**config.mk**
```make
export PLATFORM = sky130hd
export DESIGN_NAME = aes_inv_mix_columns
export DESIGN_NICKNAME = d
export VERILOG_FILES = /design/src/rtl/aes_pkg.sv /design/src/rtl/aes_inv_mix_columns_inv_mix_column.sv /design/src/rtl/aes_inv_mix_columns.sv
export SDC_FILE = /design/constraint.sdc
export NUM_CORES = 1
export LEC_CHECK = 0
export BUFFER_PORTS_ARGS = -buffer_cell sky130_fd_sc_hd__buf_2
export CORE_MARGIN = 4
export CORE_UTILIZATION = 40
export DETAILED_ROUTE_END_ITERATION = 10
export SETUP_SLACK_MARGIN = 0.3
export SLEW_MARGIN = 10
export SYNTH_ARGS = -nofsm -noshare
export SYNTH_HDL_FRONTEND = slang
export SYNTH_SLANG_ARGS = --single-unit
```
**constraint.sdc**
```tcl
create_clock -name clk -period 5.85 [get_ports clk]
set_clock_uncertainty 0.05 [all_clocks]
set_input_delay 0.585 -clock clk [delete_from_list [all_inputs] [get_ports clk]]
set_output_delay 0.585 -clock clk [all_outputs]
set_load 0.01 [all_outputs]
```
**src/rtl/aes_pkg.sv**
```systemverilog
// Shared types and GF(2^8) helpers for the AES inverse-cipher datapath.
package aes_pkg;

    typedef logic [0:127] state_t;
    typedef logic [7:0]   byte_t;
    typedef logic [0:31]  col_t;

    // Low byte of the reduction polynomial x^8+x^4+x^3+x+1.
    localparam byte_t AES_POLY = 8'h1B;

    // Multiply by x modulo the AES polynomial.
    function automatic byte_t xtime(input byte_t x);
        return {x[6:0], 1'b0} ^ (x[7] ? AES_POLY : 8'h00);
    endfunction

    // 09 = x8 ^ x
    function automatic byte_t gf_mul9(input byte_t x);
        byte_t x2, x4, x8;
        x2 = xtime(x);
        x4 = xtime(x2);
        x8 = xtime(x4);
        return x8 ^ x;
    endfunction

    // 0b = x8 ^ x2 ^ x
    function automatic byte_t gf_mulb(input byte_t x);
        byte_t x2, x4, x8;
        x2 = xtime(x);
        x4 = xtime(x2);
        x8 = xtime(x4);
        return x8 ^ x2 ^ x;
    endfunction

    // 0d = x8 ^ x4 ^ x
    function automatic byte_t gf_muld(input byte_t x);
        byte_t x2, x4, x8;
        x2 = xtime(x);
        x4 = xtime(x2);
        x8 = xtime(x4);
        return x8 ^ x4 ^ x;
    endfunction

    // 0e = x8 ^ x4 ^ x2
    function automatic byte_t gf_mule(input byte_t x);
        byte_t x2, x4, x8;
        x2 = xtime(x);
        x4 = xtime(x2);
        x8 = xtime(x4);
        return x8 ^ x4 ^ x2;
    endfunction

endpackage

```
**src/rtl/aes_inv_mix_columns_inv_mix_column.sv**
```systemverilog
// Combinational InvMixColumns of a single 4-byte column (row 0 in the top byte).
module inv_mix_column
    import aes_pkg::*;
(
    input  logic [0:31] col_in,
    output logic [0:31] col_out
);

    byte_t a0_s, a1_s, a2_s, a3_s;
    byte_t b0_s, b1_s, b2_s, b3_s;

    assign a0_s = col_in[0:7];
    assign a1_s = col_in[8:15];
    assign a2_s = col_in[16:23];
    assign a3_s = col_in[24:31];

    // Circulant matrix product [0e 0b 0d 09] rotated one step per row.
    always_comb begin
        b0_s = gf_mule(a0_s) ^ gf_mulb(a1_s) ^ gf_muld(a2_s) ^ gf_mul9(a3_s);
        b1_s = gf_mul9(a0_s) ^ gf_mule(a1_s) ^ gf_mulb(a2_s) ^ gf_muld(a3_s);
        b2_s = gf_muld(a0_s) ^ gf_mul9(a1_s) ^ gf_mule(a2_s) ^ gf_mulb(a3_s);
        b3_s = gf_mulb(a0_s) ^ gf_muld(a1_s) ^ gf_mul9(a2_s) ^ gf_mule(a3_s);
    end

    assign col_out = {b0_s, b1_s, b2_s, b3_s};

endmodule

```
**src/rtl/aes_inv_mix_columns.sv**
```systemverilog
// Registered AES InvMixColumns: four independent column transforms, one-cycle latency.
module aes_inv_mix_columns
    import aes_pkg::*;
(
    input  logic         clk,
    input  logic         rst,
    input  logic         in_valid,
    input  logic [0:127] message,
    output logic         out_valid,
    output logic [0:127] crypte
);

    state_t result_s;
    state_t crypte_r;
    logic   out_valid_r;

    // Columns never exchange data, so each gets its own transform instance.
    genvar c;
    generate
        for (c = 0; c < 4; c++) begin : g_col
            inv_mix_column u_col (
                .col_in  (message[32*c +: 32]),
                .col_out (result_s[32*c +: 32])
            );
        end
    endgenerate

    // Capture the result only on accepted inputs; reset wins over a concurrent input.
    always_ff @(posedge clk) begin
        if (rst) begin
            crypte_r    <= 128'h0;
            out_valid_r <= 1'b0;
        end else begin
            out_valid_r <= in_valid;
            if (in_valid) begin
                crypte_r <= result_s;
            end else begin
                crypte_r <= crypte_r;
            end
        end
    end

    assign crypte    = crypte_r;
    assign out_valid = out_valid_r;

endmodule

```
==> metrics.md, run 1 <==
| Metric | Value |
|---|---|
| H-tree depth | `4` |
| Routed WL per cell | `approximately 20 um` |
| Initial core utilization | `0.410` |
| DP HPWL | `about 30,000 um` |
| CTS Buf Count | `17` |
| Hold crit path type | `flop to flop` |
| Final setup vio count | `0` |
| Post-Layout Cell Count | `about 1,900` |
| Post-layout power | `about 5800 uW` |
| Ant diodes | `0` |
| DRC | `0` |
| Synth area leader | `xnor2_1` |
| Port Buffers | `259` |
| Post-CTS Setup Inserts | `0` |
| Clock-pin slew on the worst setup and hold paths | `0.06 ns` |
| Synthesized area | `between 10,000 and 15,000 um^2` |
| CP Capture Type | `flop` |
| Routed WL | `between 30,000 and 40,000 um` |
| Via count | `between 8,000 and 9,000` |
| Global-route wire length before repair | `between 50,000 and 60,000 um` |
| Final Max Slew Viols | `0` |
| Area taken by multi-input logic gates | `10,100 um^2` |
| Final hold vios | `0` |
| RSZ-0062 raised after global routing | `no` |
| Final TNS setup | `0 ns` |
| Fmax achieved | `378 MHz` |
| CTS tree | `built` |
| Min Tclk post-route | `approximately 2.6 ns` |
| Register area | `about 2600 um^2` |
| Startpoint types | `input pin` |
| Max Cap Violations | `0` |
| Placement Rows | `65` |
| Via density | `approximately 4.7` |
| Syn Nets | `between 1,000 and 1,500` |
| Hold buffers post-CTS | `0` |
| DR iter-0 viols | `~520` |
| Post-Synthesis Cells | `1,228` |
| Register bit total from synthesis | `between 100 and 150` |
| Worst-skew pair later-pin latency | `0.43 ns` |
| Routability Congestion | `just over 0.9` |
| Synth area leaders | `xnor2_1 32%, dfxtp_1 20%, xnor3_1 18%` |
| Die area | `between 30,000 and 40,000 um^2` |
| Syn_area_per_cell | `approximately 11 um^2` |
| CP Class | `input pin to flop` |
| Detailed Routing Iterations Pass 1 | `5` |
| Antenna-violating nets left | `0` |
| Final period util | `0.452` |
| Worst path required time | `a little over 6 ns` |
| LEAKAGE | `0.00704 uW` |
| Largest net degree at the start of global routing | `74` |
| Die height | `between 150 and 200 um` |
| Post-Route Utilization | `0.474` |
| Share of layout cells above drive strength 1 | `0.210` |
| Outcome | `complete, no violations` |
| Peak VDD IR | `roughly 0.00022 V` |
| # IOs | `260` |
| Crit Path Max Fanout | `8` |
| Vias in the first global route | `slightly above 9,000` |
| Clock root buffer master | `clkbuf_16` |
| Placed cell count | `1,828` |
| Pwr/cell area | `387 nW/um^2` |
| Worst-Margin Slew | `0.926 ns` |
| Slew HR | `0.383` |
| Core region area | `roughly 32,000 um^2` |
| Top-area cell type share of the netlist area | `0.324` |
| Post-synth cell types | `24` |
| Filler Cell Count | `just over 3,000` |
| Total gr overflow | `0` |
| Area Growth Syn to Fin | `15.7%` |
| CTS sink count | `between 100 and 150` |
| Die X | `between 150 and 200 um` |
| Initial antenna violation count | `0` |
| Synth warn | `0` |
| Clk buf depth | `2` |
| Sequential area share after synthesis | `0.198` |
| Tot GR Track Use | `0.207` |
| Post-CTS resize count | `0` |
| Crit path DAT | `about 2.9 ns` |
| Layout Nets | `~1,500` |
flip-flops by register name (all words and copies together), names as in the netlist:
| name | count |
|---|---|
| crypte | 128 |
| out_valid | 1 |
layer usage:
metal,track usage,up-vias,share of wire
met5,0,-,0
met1,0.282,4209,0.46
met4,0.0406,0,0.011
li1,-,4245,-
met3,0.0480,27,0.061
met2,0.339,257,0.47
stage by stage:
stage | area (um^2) | setup WS, ns | hold WS (ns)
floorplan | 13100 | 3.20 | 0.441
detailed placement | 14500 | 2.74 | 0.414
global route | 15100 | 3.11 | 0.445
CTS | 15100 | 3.22 | 0.423
finish | 15100 | 3.20 | 0.422
global placement | 14500 | 2.79 | 0.403
cells by family after synthesis:
kind of cell | share of synthesized area
AO/OA/AOI/OAI | 0.00105
XOR/XNOR | 0.633
buffers and inverters | 0.0323
flip-flops | 0.198
multiplexers | 0.0965
AND/OR/NAND/NOR | 0.0391
worst paths after layout:
check	endpoint	depth (start not counted)	slack, ns	from
hold / removal	crypte[119]	2	0.42	crypte[119]
hold reg to reg	crypte[119]	2	0.42	crypte[119]
setup reg to reg	crypte[59]	2	4.97	crypte[59]
setup / recovery	crypte[43]	7	3.20	message[41]
worst max-delay path, stage by stage:
cell	delay, ns
buf_2	0.24
xor2_1	0.69
xnor3_1	0.58
xnor2_1	0.31
xnor3_1	0.28
mux2i_1	0.14
nor2_1	0.05
where the power goes:
group / internal, uW / leakage (uW) / switching (uW) / total [uW]
registers: 1170 / 0.00107 / 154 / 1320
logic: 1750 / 0.00570 / 1700 / 3450
clock network: 638 / 0.000279 / 428 / 1070
cell type report:
| class | instances | share of cell area |
|---|---|---|
| Clock buffer | 19 | 0.0293 |
| Multi-Input combinational cell | 998 | 0.666 |
| Tap cell | 435 | 0.0360 |
| Inverter | 4 | 0.000994 |
| Timing Repair Buffer | 262 | 0.0878 |
| Sequential cell | 129 | 0.171 |
| Clock inverter | 13 | 0.00911 |
Yosys cell counts:
cell type	count
xor3_1	21
xor2_1	125
xnor2_2	3
nor2b_1	4
nand2_1	1
inv_1	4
dfxtp_1	129
xnor3_2	2
xnor2_1	484
buf_4	1
buf_1	11
buf_6	1
nor2_1	123
nand3_1	1
xnor3_1	103
or3b_1	1
nand2b_1	1
clkbuf_1	59
buf_2	24
clkbuf_2	1
xnor2_4	1
o311ai_0	1
a21oi_1	1
mux2i_1	126
cell usage in the layout, fill, tap and decap left out, types with 2 or more instances in the layout:
cell | Yosys | final
xor2_1 | 125 | 125
xnor2_1 | 484 | 484
xnor3_1 | 103 | 103
clkinv_4 | 0 | 3
bufinv_16 | 0 | 2
nor2b_1 | 4 | 4
clkinvlp_4 | 0 | 3
dfxtp_1 | 129 | 129
clkinv_2 | 0 | 4
xnor3_2 | 2 | 2
xnor2_2 | 3 | 3
nor2_1 | 123 | 123
clkbuf_16 | 0 | 17
xor3_1 | 21 | 21
inv_1 | 4 | 4
buf_4 | 1 | 4
mux2i_1 | 126 | 126
buf_2 | 24 | 257
Note: power is estimated with default switching activity, not from simulation.
==> run 2, diff against run 1 <==
clock period = 2.18 ns   (was 5.85 ns; I/O delays follow)
==> run 2 against run 1 <==
Global-route usage down 0.11 points; largest power group unchanged; routed wire length down 1.8%; combinational power rose to 2.7 times the previous value; worst hold slack worse by 0.29 ns; critical endpoint is now crypte[89]; utilization up 3.7 points.
==> metrics.md, run 2 (synthesis results as in run 1) <==
| Metric | Value |
|---|---|
| Outcome | `complete, no violations` |
| CTS tree | `built` |
| Post-CTS Setup Inserts | `0 (unchanged)` |
| Routability Congestion | `0.877 (-5.4%)` |
| Hold crit path type | `input pin to flop` |
| Vias in the first global route | `9,520 (+4.5%)` |
| CP Class | `input pin to flop` |
| DR iter-0 viols | `354 (-31%)` |
| CP most frequent cell | `xnor2_1` |
| Die height | `189 um (unchanged)` |
| Layout Nets | `1,636 (+6.0%)` |
| H-tree depth | `4 (unchanged)` |
| Largest stage delay, worst path | `0.46 ns (-0.23 ns)` |
| Via count | `8,935 (+2.3%)` |
| Combinational share of power | `0.591 (about the same)` |
| Startpoint types | `input pin` |
| Hold buffers post-CTS | `1 (+1)` |
| Most common cell after layout, fill and taps aside | `xnor2_1` |
| Fmax achieved | `between 500 and 600 MHz` |
| Final setup vio count | `0 (unchanged)` |
| Via density | `4.58 (-2.6%)` |
| Crit Path Max Fanout | `7 (-1)` |
| LEAKAGE | `0.00770 uW (+9.3%)` |
| Final TNS setup | `0 ns (unchanged)` |
| Peak VDD IR | `0.000669 V (+200%)` |
| Tot GR Track Use | `0.206 (-0.00111)` |
| Area taken by multi-input logic gates | `10,500 um^2 (+4.2%)` |
| Final Max Slew Viols | `0 (unchanged)` |
| Die area | `35,600 um^2 (unchanged)` |
| Core region area | `31,900 um^2 (unchanged)` |
| Clock root buffer master | `clkbuf_16` |
| Min Tclk post-route | `around 1.7 ns` |
| R2r endpoint | `crypte[59]` |
| Ant diodes | `0 (unchanged)` |
| Worst r2r path cells | `2 (unchanged)` |
| Register share of total power | `0.222 (-0.004)` |
| M3 GR Usage | `0.0463 (-0.00167)` |
| NetSw | `6070 uW (+170%)` |
| Detailed Routing Iterations Pass 1 | `4 (-1)` |
| DP HPWL | `29,600 um (-0.41%)` |
| CTS sink count | `129 (unchanged)` |
| Crit path DAT | `1.95 ns (-0.93 ns)` |
| Post-Route Utilization | `0.511 (+0.0369)` |
| Max Cap Violations | `0 (unchanged)` |
| CP Capture Point | `crypte[89]` |
| Initial antenna violation count | `2 (+2)` |
| CTS Buf Count | `17 (unchanged)` |
| Global-route wire length before repair | `56,600 um (+0.13%)` |
| Final hold vios | `0 (unchanged)` |
| Slew HR | `0.641 (+0.259)` |
| Design internal power | `9890 uW (+180%)` |
| Largest net degree at the start of global routing | `76 (+2.7%)` |
| Clock network fraction of total power | `0.188 (+0.006)` |
| Critical Path Start | `message[64]` |
| Clk buf depth | `2 (unchanged)` |
| Placement Rows | `65 (unchanged)` |
| Gr busiest metal | `met2` |
| Total gr overflow | `0 (unchanged)` |
| Post-CTS resize count | `0 (unchanged)` |
| Sw Ratio | `0.380 (-0.0108)` |
| Worst path slowest cell | `xnor3_1` |
| Pwr/cell area | `980 nW/um^2 (+150%)` |
| Fin area | `16,300 um^2 (+7.8%)` |
| Final period util | `0.781` |
| Crit path buffers/inverters | `2 (+1)` |
| Routed WL per cell | `18.7 um (-6.5%)` |
| Share of layout cells above drive strength 1 | `0.285 (+0.0754)` |
| Initial core utilization | `0.410 (unchanged)` |
| Worst-skew pair later-pin latency | `0.42 ns (about the same)` |
| Worst path depth | `8 (+1)` |
| DRC | `0 (unchanged)` |
| Area of placed instances | `15,700 um^2 (+7.9%)` |
| Routed WL | `36,400 um (-1.8%)` |
| Register area | `2580 um^2 (unchanged)` |
| Antenna-violating nets left | `0 (unchanged)` |
| Worst path required time | `2.43 ns (-3.66 ns)` |
| Clock-pin slew on the worst setup and hold paths | `0.06 ns (about the same)` |
| Met1 usage | `0.275 (-0.00730)` |
| Worst-Margin Slew | `0.538 ns (-0.388 ns)` |
| Port Buffers | `259 (unchanged)` |
| Most frequent cells in the layout | `457 x xnor2_1, 257 x buf_2, 129 x dfxtp_1` |
| Crit-path cells | `buf_2 -> xnor2_4 -> buf_4 -> xnor2_1 -> xnor2_1 -> xnor3_1 -> mux2i_1 -> nor2_1` |
| Worst r2r src | `crypte[59]` |
| Post-layout power | `16,000 uW (+170%)` |
| Filler Cell Count | `2,988 (-1.9%)` |
| Die X | `189 um (unchanged)` |
| # IOs | `260 (unchanged)` |
| RSZ-0062 raised after global routing | `no` |
| Max reg flops | `128 (unchanged)` |
| R2r setup slk | `1.35 ns (-3.62 ns)` |
| Area Growth Syn to Fin | `24.7%` |
| CP Capture Type | `flop` |
| Crit-path leading delay family | `XOR/XNOR gates` |
| Met2 Use GR | `0.343 (+0.00389)` |
## run 2: how the worst min path moves through the flow
stage | slack [ns] | startpoint | to | cells past startpoint
floorplan | 0.26 | rst | out_valid | 1
finish | 0.13 | in_valid | out_valid | 2
global route | 0.13 | in_valid | out_valid | 2
detailed placement | 0.42 | crypte[119] | crypte[119] | 2
CTS | 0.10 | in_valid | out_valid | 2
global placement | 0.40 | crypte[119] | crypte[119] | 2
## run 2: per-layer routing
layer  up-vias  wire length (um)
li1       4439                 -
met3        36              2090
met1      4231             16600
met4         4               460
met5         -                26
met2       225             17200
## run 2: metrics by stage
stage | worst slack (ns) | hold slack, ns | cells
after floorplan | 0.259 | 0.258 | 1228
after global placement | 0.0383 | 0.405 | 1920
after detailed placement | 0.0201 | 0.417 | 1920
after CTS | 0.481 | 0.105 | 1953
after global routing | 0.350 | 0.126 | 1953
final | 0.478 | 0.132 | 1953
## run 2: worst register-to-register path, delay by kind of cell, from the launching register on
family	cells	cell delay [ns]
buf+inv	1	0.05
compound gates	1	0.28
flops	1	0.36
## run 2: area by class of cell
type,instances,area share
flip-flops and latches,129,0.159
multi-input cells,998,0.643
repair buffers,355,0.127
inverters,4,0.000922
clock inverters,13,0.00914
well taps,435,0.0334
clock buffers,19,0.0278
## run 2: power by group through the flow
stage	Combinational, uW	Clock [uW]	Sequential (uW)
6_report	9430	3000	3540
2_1_floorplan	6610	0	3900
4_1_cts	9580	3090	3550
5_1_grt	10300	3200	3640
3_5_place_dp	9520	0	3590
3_3_place_gp	9460	0	3570
==> run 3, diff against run 2 <==
clock period = 1.8 ns   (was 2.18 ns; I/O delays follow)
==> run 3 against run 2 <==
Sequential cell count unchanged; critical path type unchanged; die area did not move; cell count is 15% higher; worst hold slack lost 0.059 ns; via count rose by 13%; setup slack worse by 0.30 ns; clock power is 20% higher; highest routed layer is now met4; final area increased by 25%; non-clock buffer count up 292; critical path depth did not move; routed wire length up 10%.
==> metrics.md, run 3 (synthesis results as in run 1) <==
| Metric | Value |
|---|---|
| Outcome | `complete, no violations` |
| CP Capture Type | `flop` |
| Antenna-violating nets left | `0 (unchanged)` |
| Startpoint types | `input pin` |
| Tot GR Track Use | `0.221 (+0.0153)` |
| Detailed Routing Iterations Pass 1 | `4 (unchanged)` |
| Combinational share of power | `0.637 (+0.046)` |
| Peak VDD IR | `0.000786 V (+18%)` |
| Hold crit path type | `input pin to flop` |
| Layout Nets | `1,928 (+18%)` |
| Via density | `4.51 (-1.4%)` |
| Slew HR | `0.698 (+0.0567)` |
| Initial antenna violation count | `0 (-2)` |
| Largest net degree at the start of global routing | `52 (-32%)` |
| DP HPWL | `33,000 um (+11%)` |
| Max Cap Violations | `0 (unchanged)` |
| Die height | `189 um (unchanged)` |
| # IOs | `260 (unchanged)` |
| Die X | `189 um (unchanged)` |
| Placement Rows | `65 (unchanged)` |
| Design internal power | `13,600 uW (+38%)` |
| Ant diodes | `0 (unchanged)` |
| CTS sink count | `129 (unchanged)` |
| Worst-Margin Slew | `0.450 ns (-0.0882 ns)` |
| Total gr overflow | `0 (unchanged)` |
| Fmax achieved | `about 620 MHz` |
| Global-route wire length before repair | `60,700 um (+7.2%)` |
| Max reg flops | `128 (unchanged)` |
| Most frequent cells in the layout | `371 x xnor2_1, 363 x buf_4, 217 x buf_2` |
| DRC | `0 (unchanged)` |
| CTS Buf Count | `17 (unchanged)` |
| Port Buffers | `259 (unchanged)` |
| Hold buffers post-CTS | `0 (-1)` |
| Final setup vio count | `0 (unchanged)` |
| H-tree depth | `4 (unchanged)` |
| Worst path required time | `2.05 ns (-0.38 ns)` |
| Initial core utilization | `0.410 (unchanged)` |
| Most common cell after layout, fill and taps aside | `xnor2_1` |
| Worst r2r path cells | `2 (unchanged)` |
| Post-layout power | `21,800 uW (+37%)` |
| NetSw | `8230 uW (+36%)` |
| Share of layout cells above drive strength 1 | `0.476 (+0.191)` |
| Register share of total power | `0.198 (-0.024)` |
| Sw Ratio | `0.377 (-0.00318)` |
| Routability Congestion | `0.852 (-2.9%)` |
| CP Class | `input pin to flop` |
| Final period util | `0.902` |
| RSZ-0062 raised after global routing | `yes` |
| Core region area | `31,900 um^2 (unchanged)` |
| Routed WL | `40,200 um (+10%)` |
| LEAKAGE | `0.00989 uW (+28%)` |
| Clock network fraction of total power | `0.165 (-0.023)` |
| Clock root buffer master | `clkbuf_16` |
| Crit path DAT | `1.88 ns (-0.07 ns)` |
| Vias in the first global route | `10,467 (+9.9%)` |
| Final Max Slew Viols | `0 (unchanged)` |
| Area Growth Syn to Fin | `56.3%` |
| CTS tree | `built` |
| Clock-pin slew on the worst setup and hold paths | `0.06 ns (about the same)` |
| Worst-skew pair later-pin latency | `0.43 ns (about the same)` |
| Via count | `10,131 (+13%)` |
| Pwr/cell area | `1070 nW/um^2 (+9.2%)` |
| DR iter-0 viols | `356 (+0.56%)` |
| Final hold vios | `0 (unchanged)` |
| Crit Path Max Fanout | `2 (-5)` |
| Die area | `35,600 um^2 (unchanged)` |
| Routed WL per cell | `17.9 um (-4.0%)` |
| Min Tclk post-route | `1.62 ns` |
| Final TNS setup | `0 ns (unchanged)` |
| Worst hold path cell count | `2 (unchanged)` |
| Area of placed instances | `18,600 um^2 (+19%)` |
| Clk buf depth | `2 (unchanged)` |
| Fin area | `20,400 um^2 (+25%)` |
==> run 3: cell count changes in the layout (fill, tap and decap cells not counted), moves of 4 or more <==
cell      before  now
xnor3_2        5   24
buf_6          1   28
clkbuf_4       0   10
buf_2        257  217
xor2_1       115   87
xnor2_4       11   41
buf_12         3   26
buf_4         93  363
xor2_2         8   19
xor2_4         2   19
xnor2_2       20   76
xnor2_1      457  371
xnor3_1      100   81
inv_8          1    5
==> run 3: stage by stage <==
step,instances,setup WS [ns],hold WS (ns),util
floorplan,1228,-0.0688,0.220,-
global placement,2166,-0.256,0.417,0.584
detailed placement,2166,-0.261,0.428,0.584
CTS,2209,0.206,0.0578,0.609
global route,2245,0.0998,0.0803,0.640
finish,2245,0.177,0.0737,0.640
==> run 3: area by class of cell <==
type                    instances  area (um^2)
clock buffers                  17          425
inverters                       4         15.0
flip-flops and latches        129         2580
clock inverters                15          185
multi-input cells             998        11900
well taps                     435          544
repair buffers                647         4770
fillers                      2615        11500
==> run 3: critical path, cell delays in order <==
cell	delay (ns)
buf_8	0.10
xor3_1	0.42
xnor3_1	0.28
xor3_1	0.42
buf_4	0.17
xnor2_2	0.12
mux2i_1	0.13
nor2_1	0.06
==> run 3: repair_timing <==
item,in CTS,in global routing
setup buffers,11,36
gates resized for setup,29,158
pin swaps,25,81
hold endpoints to repair,0,0
setup endpoints to repair,22,63
==> run 3: power groups by stage <==
| stage | clock network (uW) | registers [uW] | logic, uW |
|---|---|---|---|
| 6_report | 3610 | 4320 | 13900 |
| 5_1_grt | 3820 | 4430 | 15000 |
| 4_1_cts | 3700 | 4330 | 13300 |
| 3_5_place_dp | 0 | 4370 | 13100 |
| 3_3_place_gp | 0 | 4360 | 13000 |
| 2_1_floorplan | 0 | 4720 | 8440 |
==> run 3: per-layer routing <==
layer | up-vias | routed length, um | GRT usage
li1 | 5036 | - | -
met1 | 4838 | 17800 | 0.296
met2 | 231 | 19700 | 0.376
met3 | 26 | 2220 | 0.0448
met4 | 0 | 409 | 0.0395
met5 | - | 0 | 0
==> run 3: final timing paths <==
kind | startpoint | end | slack (ns)
max | message[63] | crypte[52] | 0.18
min | rst | crypte[51] | 0.07
max reg2reg | crypte[59] | crypte[59] | 1.03
min reg2reg | crypte[126] | crypte[126] | 0.44
